**config.mk**
```make
export PLATFORM = sky130hd
export DESIGN_NAME = id_stage
export DESIGN_NICKNAME = d
export VERILOG_FILES = /design/src/rtl/id_stage.sv
export SDC_FILE = /design/constraint.sdc
export NUM_CORES = 2
export LEC_CHECK = 0
export ABC_AREA = 1
export CORE_ASPECT_RATIO = 1.4
export CORE_MARGIN = 10
export CORE_UTILIZATION = 60
export DETAILED_ROUTE_END_ITERATION = 10
export HOLD_SLACK_MARGIN = 0.15
export PLACE_DENSITY_LB_ADDON = 0.12
export SLEW_MARGIN = 20
export SYNTH_ARGS = -nofsm -noshare
export SYNTH_HDL_FRONTEND = slang
export SYNTH_SLANG_ARGS = --single-unit
```
**constraint.sdc**
```tcl
create_clock -name clk -period 88.8 [get_ports clk]
set_clock_uncertainty 0.15 [all_clocks]
set_input_delay 26.64 -clock clk [delete_from_list [all_inputs] [get_ports clk]]
set_output_delay 26.64 -clock clk [all_outputs]
set_load 0.005 [all_outputs]
```
**src/rtl/id_stage.sv**
```systemverilog
// id_stage: instruction-decode stage of the 5-stage MIPS pipeline.
// Holds the IF/ID pipeline register and the 32-entry register file. It decodes
// control, sign-extends the immediate and detects load-use and branch operand
// hazards. Branches and jumps are resolved here. Every ID_* output is
// combinational from IF/ID and the register file, and feeds the ID/EXE register.
module id_stage #(
   parameter int DATA_W = 32,
   parameter int RA_W   = 5
) (
   input  logic              clk,
   input  logic              rst,
   input  logic [DATA_W-1:0] IF_pc_plus4,
   input  logic [DATA_W-1:0] IF_instr,
   input  logic              WB_reg_write,
   input  logic [RA_W-1:0]   WB_write_addr,
   input  logic [DATA_W-1:0] WB_write_data,
   input  logic              EXE_mem_read,
   input  logic              EXE_reg_write,
   input  logic [RA_W-1:0]   EXE_dest,
   input  logic              MEM_mem_read,
   input  logic [RA_W-1:0]   MEM_dest,
   output logic              pc_write,
   output logic [1:0]        pc_src,
   output logic [DATA_W-1:0] branch_target,
   output logic [DATA_W-1:0] jump_target,
   output logic              ID_mem_to_reg,
   output logic              ID_reg_write,
   output logic              ID_mem_write,
   output logic              ID_mem_read,
   output logic              ID_alu_src,
   output logic              ID_reg_dst,
   output logic [2:0]        ID_alu_op,
   output logic [DATA_W-1:0] ID_pc_plus4,
   output logic [DATA_W-1:0] ID_rs,
   output logic [DATA_W-1:0] ID_rt,
   output logic [DATA_W-1:0] ID_immediate,
   output logic [RA_W-1:0]   ID_reg_address_rs,
   output logic [RA_W-1:0]   ID_reg_address_rt,
   output logic [RA_W-1:0]   ID_reg_address_rd
);

   localparam int NUM_REGS = 1 << RA_W;

   localparam logic [5:0] OP_RTYPE = 6'b000000;
   localparam logic [5:0] OP_LW    = 6'b100011;
   localparam logic [5:0] OP_SW    = 6'b101011;
   localparam logic [5:0] OP_ADDI  = 6'b001000;
   localparam logic [5:0] OP_SLTI  = 6'b001010;
   localparam logic [5:0] OP_ANDI  = 6'b001100;
   localparam logic [5:0] OP_ORI   = 6'b001101;
   localparam logic [5:0] OP_BEQ   = 6'b000100;
   localparam logic [5:0] OP_BNE   = 6'b000101;
   localparam logic [5:0] OP_J     = 6'b000010;

   localparam logic [5:0] FN_ADD = 6'b100000;
   localparam logic [5:0] FN_SUB = 6'b100010;
   localparam logic [5:0] FN_AND = 6'b100100;
   localparam logic [5:0] FN_OR  = 6'b100101;
   localparam logic [5:0] FN_SLT = 6'b101010;

   localparam logic [2:0] ALU_ADD = 3'b000;
   localparam logic [2:0] ALU_SUB = 3'b001;
   localparam logic [2:0] ALU_AND = 3'b010;
   localparam logic [2:0] ALU_OR  = 3'b011;
   localparam logic [2:0] ALU_SLT = 3'b100;

   localparam logic [1:0] PC_SEQ    = 2'b00;
   localparam logic [1:0] PC_BRANCH = 2'b01;
   localparam logic [1:0] PC_JUMP   = 2'b10;

   logic [DATA_W-1:0] instr_q;
   logic [DATA_W-1:0] pc_plus4_q;
   logic [DATA_W-1:0] regs [NUM_REGS];

   logic [5:0]        opcode;
   logic [5:0]        funct;
   logic [RA_W-1:0]   rs_addr;
   logic [RA_W-1:0]   rt_addr;
   logic [RA_W-1:0]   rd_addr;
   logic [DATA_W-1:0] rs_data;
   logic [DATA_W-1:0] rt_data;
   logic [DATA_W-1:0] imm_ext;

   logic              dec_mem_to_reg;
   logic              dec_reg_write;
   logic              dec_mem_write;
   logic              dec_mem_read;
   logic              dec_alu_src;
   logic              dec_reg_dst;
   logic [2:0]        dec_alu_op;
   logic              is_beq;
   logic              is_bne;
   logic              is_j;

   logic              load_use;
   logic              rs_dep;
   logic              rt_dep;
   logic              branch_hazard;
   logic              stall;
   logic              taken;
   logic              flush;

   assign opcode  = instr_q[31:26];
   assign funct   = instr_q[5:0];
   assign rs_addr = instr_q[25:21];
   assign rt_addr = instr_q[20:16];
   assign rd_addr = instr_q[15:11];
   assign imm_ext = {{(DATA_W-16){instr_q[15]}}, instr_q[15:0]};

   // IF/ID register: a stall holds it, and a flush turns the incoming instruction into a bubble
   always_ff @(posedge clk or posedge rst) begin
      if (rst) begin
         instr_q    <= '0;
         pc_plus4_q <= '0;
      end else if (stall) begin
         instr_q    <= instr_q;
         pc_plus4_q <= pc_plus4_q;
      end else if (flush) begin
         instr_q    <= '0;
         pc_plus4_q <= IF_pc_plus4;
      end else begin
         instr_q    <= IF_instr;
         pc_plus4_q <= IF_pc_plus4;
      end
   end

   // Register file write port; $0 is never written
   always_ff @(posedge clk or posedge rst) begin
      if (rst) begin
         for (int i = 0; i < NUM_REGS; i++) begin
            regs[i] <= '0;
         end
      end else if (WB_reg_write && (WB_write_addr != '0)) begin
         regs[WB_write_addr] <= WB_write_data;
      end
   end

   // Read ports: $0 reads zero, and a same-cycle writeback to the read address is forwarded
   always_comb begin
      rs_data = regs[rs_addr];
      rt_data = regs[rt_addr];
      if (rs_addr == '0) begin
         rs_data = '0;
      end else if (WB_reg_write && (WB_write_addr == rs_addr)) begin
         rs_data = WB_write_data;
      end
      if (rt_addr == '0) begin
         rt_data = '0;
      end else if (WB_reg_write && (WB_write_addr == rt_addr)) begin
         rt_data = WB_write_data;
      end
   end

   // Control decode; anything unrecognised decodes as a bubble
   always_comb begin
      dec_mem_to_reg = 1'b0;
      dec_reg_write  = 1'b0;
      dec_mem_write  = 1'b0;
      dec_mem_read   = 1'b0;
      dec_alu_src    = 1'b0;
      dec_reg_dst    = 1'b0;
      dec_alu_op     = ALU_ADD;
      is_beq         = 1'b0;
      is_bne         = 1'b0;
      is_j           = 1'b0;
      case (opcode)
         OP_RTYPE: begin
            case (funct)
               FN_ADD: begin dec_reg_dst = 1'b1; dec_reg_write = 1'b1; dec_alu_op = ALU_ADD; end
               FN_SUB: begin dec_reg_dst = 1'b1; dec_reg_write = 1'b1; dec_alu_op = ALU_SUB; end
               FN_AND: begin dec_reg_dst = 1'b1; dec_reg_write = 1'b1; dec_alu_op = ALU_AND; end
               FN_OR:  begin dec_reg_dst = 1'b1; dec_reg_write = 1'b1; dec_alu_op = ALU_OR;  end
               FN_SLT: begin dec_reg_dst = 1'b1; dec_reg_write = 1'b1; dec_alu_op = ALU_SLT; end
               default: ;
            endcase
         end
         OP_LW: begin
            dec_alu_src    = 1'b1;
            dec_mem_read   = 1'b1;
            dec_mem_to_reg = 1'b1;
            dec_reg_write  = 1'b1;
         end
         OP_SW: begin
            dec_alu_src   = 1'b1;
            dec_mem_write = 1'b1;
         end
         OP_ADDI: begin dec_alu_src = 1'b1; dec_reg_write = 1'b1; dec_alu_op = ALU_ADD; end
         OP_SLTI: begin dec_alu_src = 1'b1; dec_reg_write = 1'b1; dec_alu_op = ALU_SLT; end
         OP_ANDI: begin dec_alu_src = 1'b1; dec_reg_write = 1'b1; dec_alu_op = ALU_AND; end
         OP_ORI:  begin dec_alu_src = 1'b1; dec_reg_write = 1'b1; dec_alu_op = ALU_OR;  end
         OP_BEQ:  is_beq = 1'b1;
         OP_BNE:  is_bne = 1'b1;
         OP_J:    is_j = 1'b1;
         default: ;
      endcase
   end

   // Hazards: load-use on either source, or a branch operand still being produced in EXE/MEM
   always_comb begin
      load_use      = EXE_mem_read && (EXE_dest != '0) &&
                      ((EXE_dest == rs_addr) || (EXE_dest == rt_addr));
      rs_dep        = (rs_addr != '0) &&
                      ((EXE_reg_write && (EXE_dest == rs_addr)) || (MEM_mem_read && (MEM_dest == rs_addr)));
      rt_dep        = (rt_addr != '0) &&
                      ((EXE_reg_write && (EXE_dest == rt_addr)) || (MEM_mem_read && (MEM_dest == rt_addr)));
      branch_hazard = (is_beq || is_bne) && (rs_dep || rt_dep);
      stall         = load_use || branch_hazard;
   end

   // Next-PC selection; a taken branch or jump flushes the instruction fetched behind it
   always_comb begin
      taken    = (is_beq && (rs_data == rt_data)) || (is_bne && (rs_data != rt_data));
      pc_write = !stall;
      pc_src   = PC_SEQ;
      flush    = 1'b0;
      if (!stall) begin
         if (taken) begin
            pc_src = PC_BRANCH;
            flush  = 1'b1;
         end else if (is_j) begin
            pc_src = PC_JUMP;
            flush  = 1'b1;
         end
      end
   end

   // A stall sends a bubble downstream by zeroing all control
   always_comb begin
      if (stall) begin
         ID_mem_to_reg = 1'b0;
         ID_reg_write  = 1'b0;
         ID_mem_write  = 1'b0;
         ID_mem_read   = 1'b0;
         ID_alu_src    = 1'b0;
         ID_reg_dst    = 1'b0;
         ID_alu_op     = ALU_ADD;
      end else begin
         ID_mem_to_reg = dec_mem_to_reg;
         ID_reg_write  = dec_reg_write;
         ID_mem_write  = dec_mem_write;
         ID_mem_read   = dec_mem_read;
         ID_alu_src    = dec_alu_src;
         ID_reg_dst    = dec_reg_dst;
         ID_alu_op     = dec_alu_op;
      end
   end

   assign branch_target     = pc_plus4_q + {imm_ext[DATA_W-3:0], 2'b00};
   assign jump_target       = {pc_plus4_q[DATA_W-1:DATA_W-4], instr_q[25:0], 2'b00};
   assign ID_pc_plus4       = pc_plus4_q;
   assign ID_rs             = rs_data;
   assign ID_rt             = rt_data;
   assign ID_immediate      = imm_ext;
   assign ID_reg_address_rs = rs_addr;
   assign ID_reg_address_rt = rt_addr;
   assign ID_reg_address_rd = rd_addr;

endmodule

```
==> impl_results.md <==
* Status: completed
* Sequential share of the synthesized area at between 40% and 50%
* Avg Cell Area, Syn at between 6 and 7 µm²
* Post-layout min period at 58420 ps
* Relative max-transition margin at 16.3%
* Fmax at ~0.017 GHz
* Drt drc at 0
* Hold_buf cts at 0
* Sw Pwr at between 600 and 700 µW
* Site Rows at 142
* Synth area leaders: dfrtp_1 (42%), nand2_1 (17%), o21ai_0 (9.2%), nand3_1 (9.0%), o211ai_1 (5.7%)
* Count leader, synth: nand2_1
* Fin. max-slew vios at 0
* Drt first pass iters at 9
* Die area at ~0.12 mm²
* Initial core utilization at 60.5%
* Share of layout cells above drive strength 1 at ~4.7%
* Fin nets at 9118
* Sum of negative setup slack at 0 ps
* Clock Tree Root: clkbuf_16
* Clock Sinks at approximately 1100
* CTS Buf Count at between 100 and 150
* Area leader, netlist: dfrtp_1
* Primary FF master, synth: dfrtp_1
* Slowest CP cell: inv_2
* CP Launch Type: input pin
* Synth async-reset ratio at 100%
* Crit. End Element: primary output
* Yosys cell types at between 40 and 50
* Crit share post-route at 65.8%
* Antenna viol nets, final at 0
* Post-DP HPWL at 152 mm
* Reg power frac at between 30% and 40%
* Area of the mapped netlist at between 0.06 and 0.07 mm²
* Die height at 409 µm
* Yosys reg bits at 1088
* Core region area at ~0.11 mm²
* Gr usage total at around two fifths
* Fillers at approximately 9500
* Worst Max-Slew Pin Slew at between 1000 and 1500 ps
* Largest net degree at the start of global routing at approximately 180
* Via count at 67100
* RSZ-0062 raised after global routing: false
* Clock power frac at between 20% and 30%
* CTS tree: built
* Synth warn at 0
* Initial antenna violation count at 15
* CP max FO at 37
* Final hold violation count at 0
* Cell Int Power at ~1000 µW
* Multi-input gate area at about 0.030 mm²
* CTS max path bufs at 3
* Gp weighted congestion at approximately 0.95
* Vias in the first global route at about 60000
* CP arrival at ~32000 ps
* CTS resizes at 0
* Max_cap viols at 0
* Crit-path max cell delay at between 500 and 600 ps
* WP data required at 62010 ps
* CP Class: in2out
* Avg Vias per Cell at roughly 6.4
* Net Sw Frac at between 30% and 40%
* Commonest cells in the netlist: nand2_1 (2883), o21ai_0 (1191), nand3_1 (1170)
* Comb power frac at 30.9%
* Worst-path clk slew at roughly 60 ps
* WL/cell at approximately 25 µm
* Mapped Cells at slightly above 9000
* Area Growth Syn to Fin at 9.20%
* # setup viols final at 0
* Top cell type's share of synthesized area at 42.0%
* Die Span X at between 200 and 300 µm
* Crit-path cells: clkdlybuf4s50_1 -> inv_1 -> nor2_1 -> nor3_1 -> nand3_4 -> buf_4 -> inv_2 -> a21oi_1 -> nand2_1 -> inv_2 -> nand2_1 -> nand2_1 -> clkinv_1 -> nand2_1 -> nor2_1 -> nand2_1 -> nor2_1 -> nand2_1 -> nand2_1 -> nand2_2 -> nor2_1 -> clkdlybuf4s50_1
* Cell repeated most along the worst path: nand2_1
* Storage cell area at 0.0273 mm²
* Number of flops mapped to enable cells by yosys at 0
* First-pass GRT wire length at between 300 and 400 mm
* Clock Latency Late Sink at 740 ps
* GR Overflow Total at 0
* Initial drt markers at approximately 11000
* Port bufs at around 330
* VDD IR-drop max at ~0.018 mV
* Drt total wl at roughly 260 mm
* Io pins at roughly 340
* P_leak at 0.0340 µW
* PwrDens at 23.3 mW/mm²
* Number of post-CTS setup repair buffers at 0
* H-tree depth at 3
* Finished Core Util at ~66%
* Worst hold path type: reg2reg
-- logic make-up (layout without fill, tap and decap cells) --
logic type / count (synthesis) / in the layout / synth area share (%)
buf+inv: 1705 / 1498 / 11.3
flops: 1088 / 1088 / 42.0
simple gates: 4461 / 4461 / 28.5
fa+ha+maj: 30 / 30 / 0.591
other cells: 1 / 12 / 0.00579
xor+xnor: 38 / 38 / 0.514
compound gates: 1945 / 1945 / 17.1
-- cell type report --
type                       count  area share [%]
inverter                     850            4.56
tap                         1440            2.55
sequential                  1088            38.5
multi-input combinational   6476            43.0
antenna                       10          0.0354
timing repair buffer         445            6.11
clock inverter                43           0.744
clock buffer                 160            4.51
-- cells in the final DEF (no fill, tap or decap), drive strengths merged, types with 5 or more instances in the layout --
| cell | n |
|---|---|
| nor3 | 16 |
| nor4 | 5 |
| nand2 | 2884 |
| o211ai | 489 |
| ha | 29 |
| or2 | 66 |
| nand3 | 1171 |
| a21oi | 215 |
| o21ai | 1198 |
| clkinv | 32 |
| dfrtp | 1088 |
| o22ai | 7 |
| buf | 112 |
| inv | 847 |
| nor2 | 305 |
| xnor2 | 13 |
| clkbuf | 160 |
| o21bai | 6 |
| bufinv | 10 |
| a21boi | 5 |
| xor2 | 25 |
| diode | 10 |
| clkdlybuf4s50 | 333 |
| nand4 | 13 |
-- state kept, by name (all words and copies together) (netlist names) --
signal,cells
instr_q,32
ID_pc_plus4,32
regs,1024
-- final timing paths --
path | start | to | slack, ps | depth (start not counted)
setup / recovery | WB_write_addr[4] | pc_src[0] | 30380 | 22
hold / removal | regs[1012] | regs[1012] | 230 | 0
setup reg to reg | instr_q[21] | instr_q[19] | 81850 | 22
hold reg to reg | regs[1012] | regs[1012] | 230 | 0
max in group asynchronous | rst | instr_q[16] | 58250 | 6
min in group asynchronous | rst | regs[85] | 26300 | 2
-- critical path: cells and delay by family --
kind	cells	cell delay, ps
simple gates	14	2430
buf+inv	7	2340
compound gates	1	130
-- routing by layer --
metal	wire (µm)	global-route usage, %	vias to the layer above
met2	109000	60.1	5047
met1	94900	52.7	31400
met4	18500	25.8	10
met5	72	0	-
li1	-	-	29500
met3	40300	15.0	1123
-- metrics by stage --
step           hold WS, ps  total power, µW  instances  setup slack, ps  cell area (µm²)
6_report               226             1650      10500            30380            70800
2_1_floorplan          279              969       9269            31380            64800
4_1_cts                229             1630      10500            30490            70700
3_5_place_dp           216             1140      10300            30490            67000
5_1_grt                236             1720      10500            30160            70700
3_3_place_gp           215             1130      10300            30490            67000
-- power groups by stage --
stage	combinational, µW	sequential (µW)	clock, µW
floorplan	333	636	0
global placement	479	650	0
detailed placement	490	653	0
CTS	492	645	488
global route	558	657	509
finish	509	649	489
No activity file was read; power rests on OpenSTA's default activity.
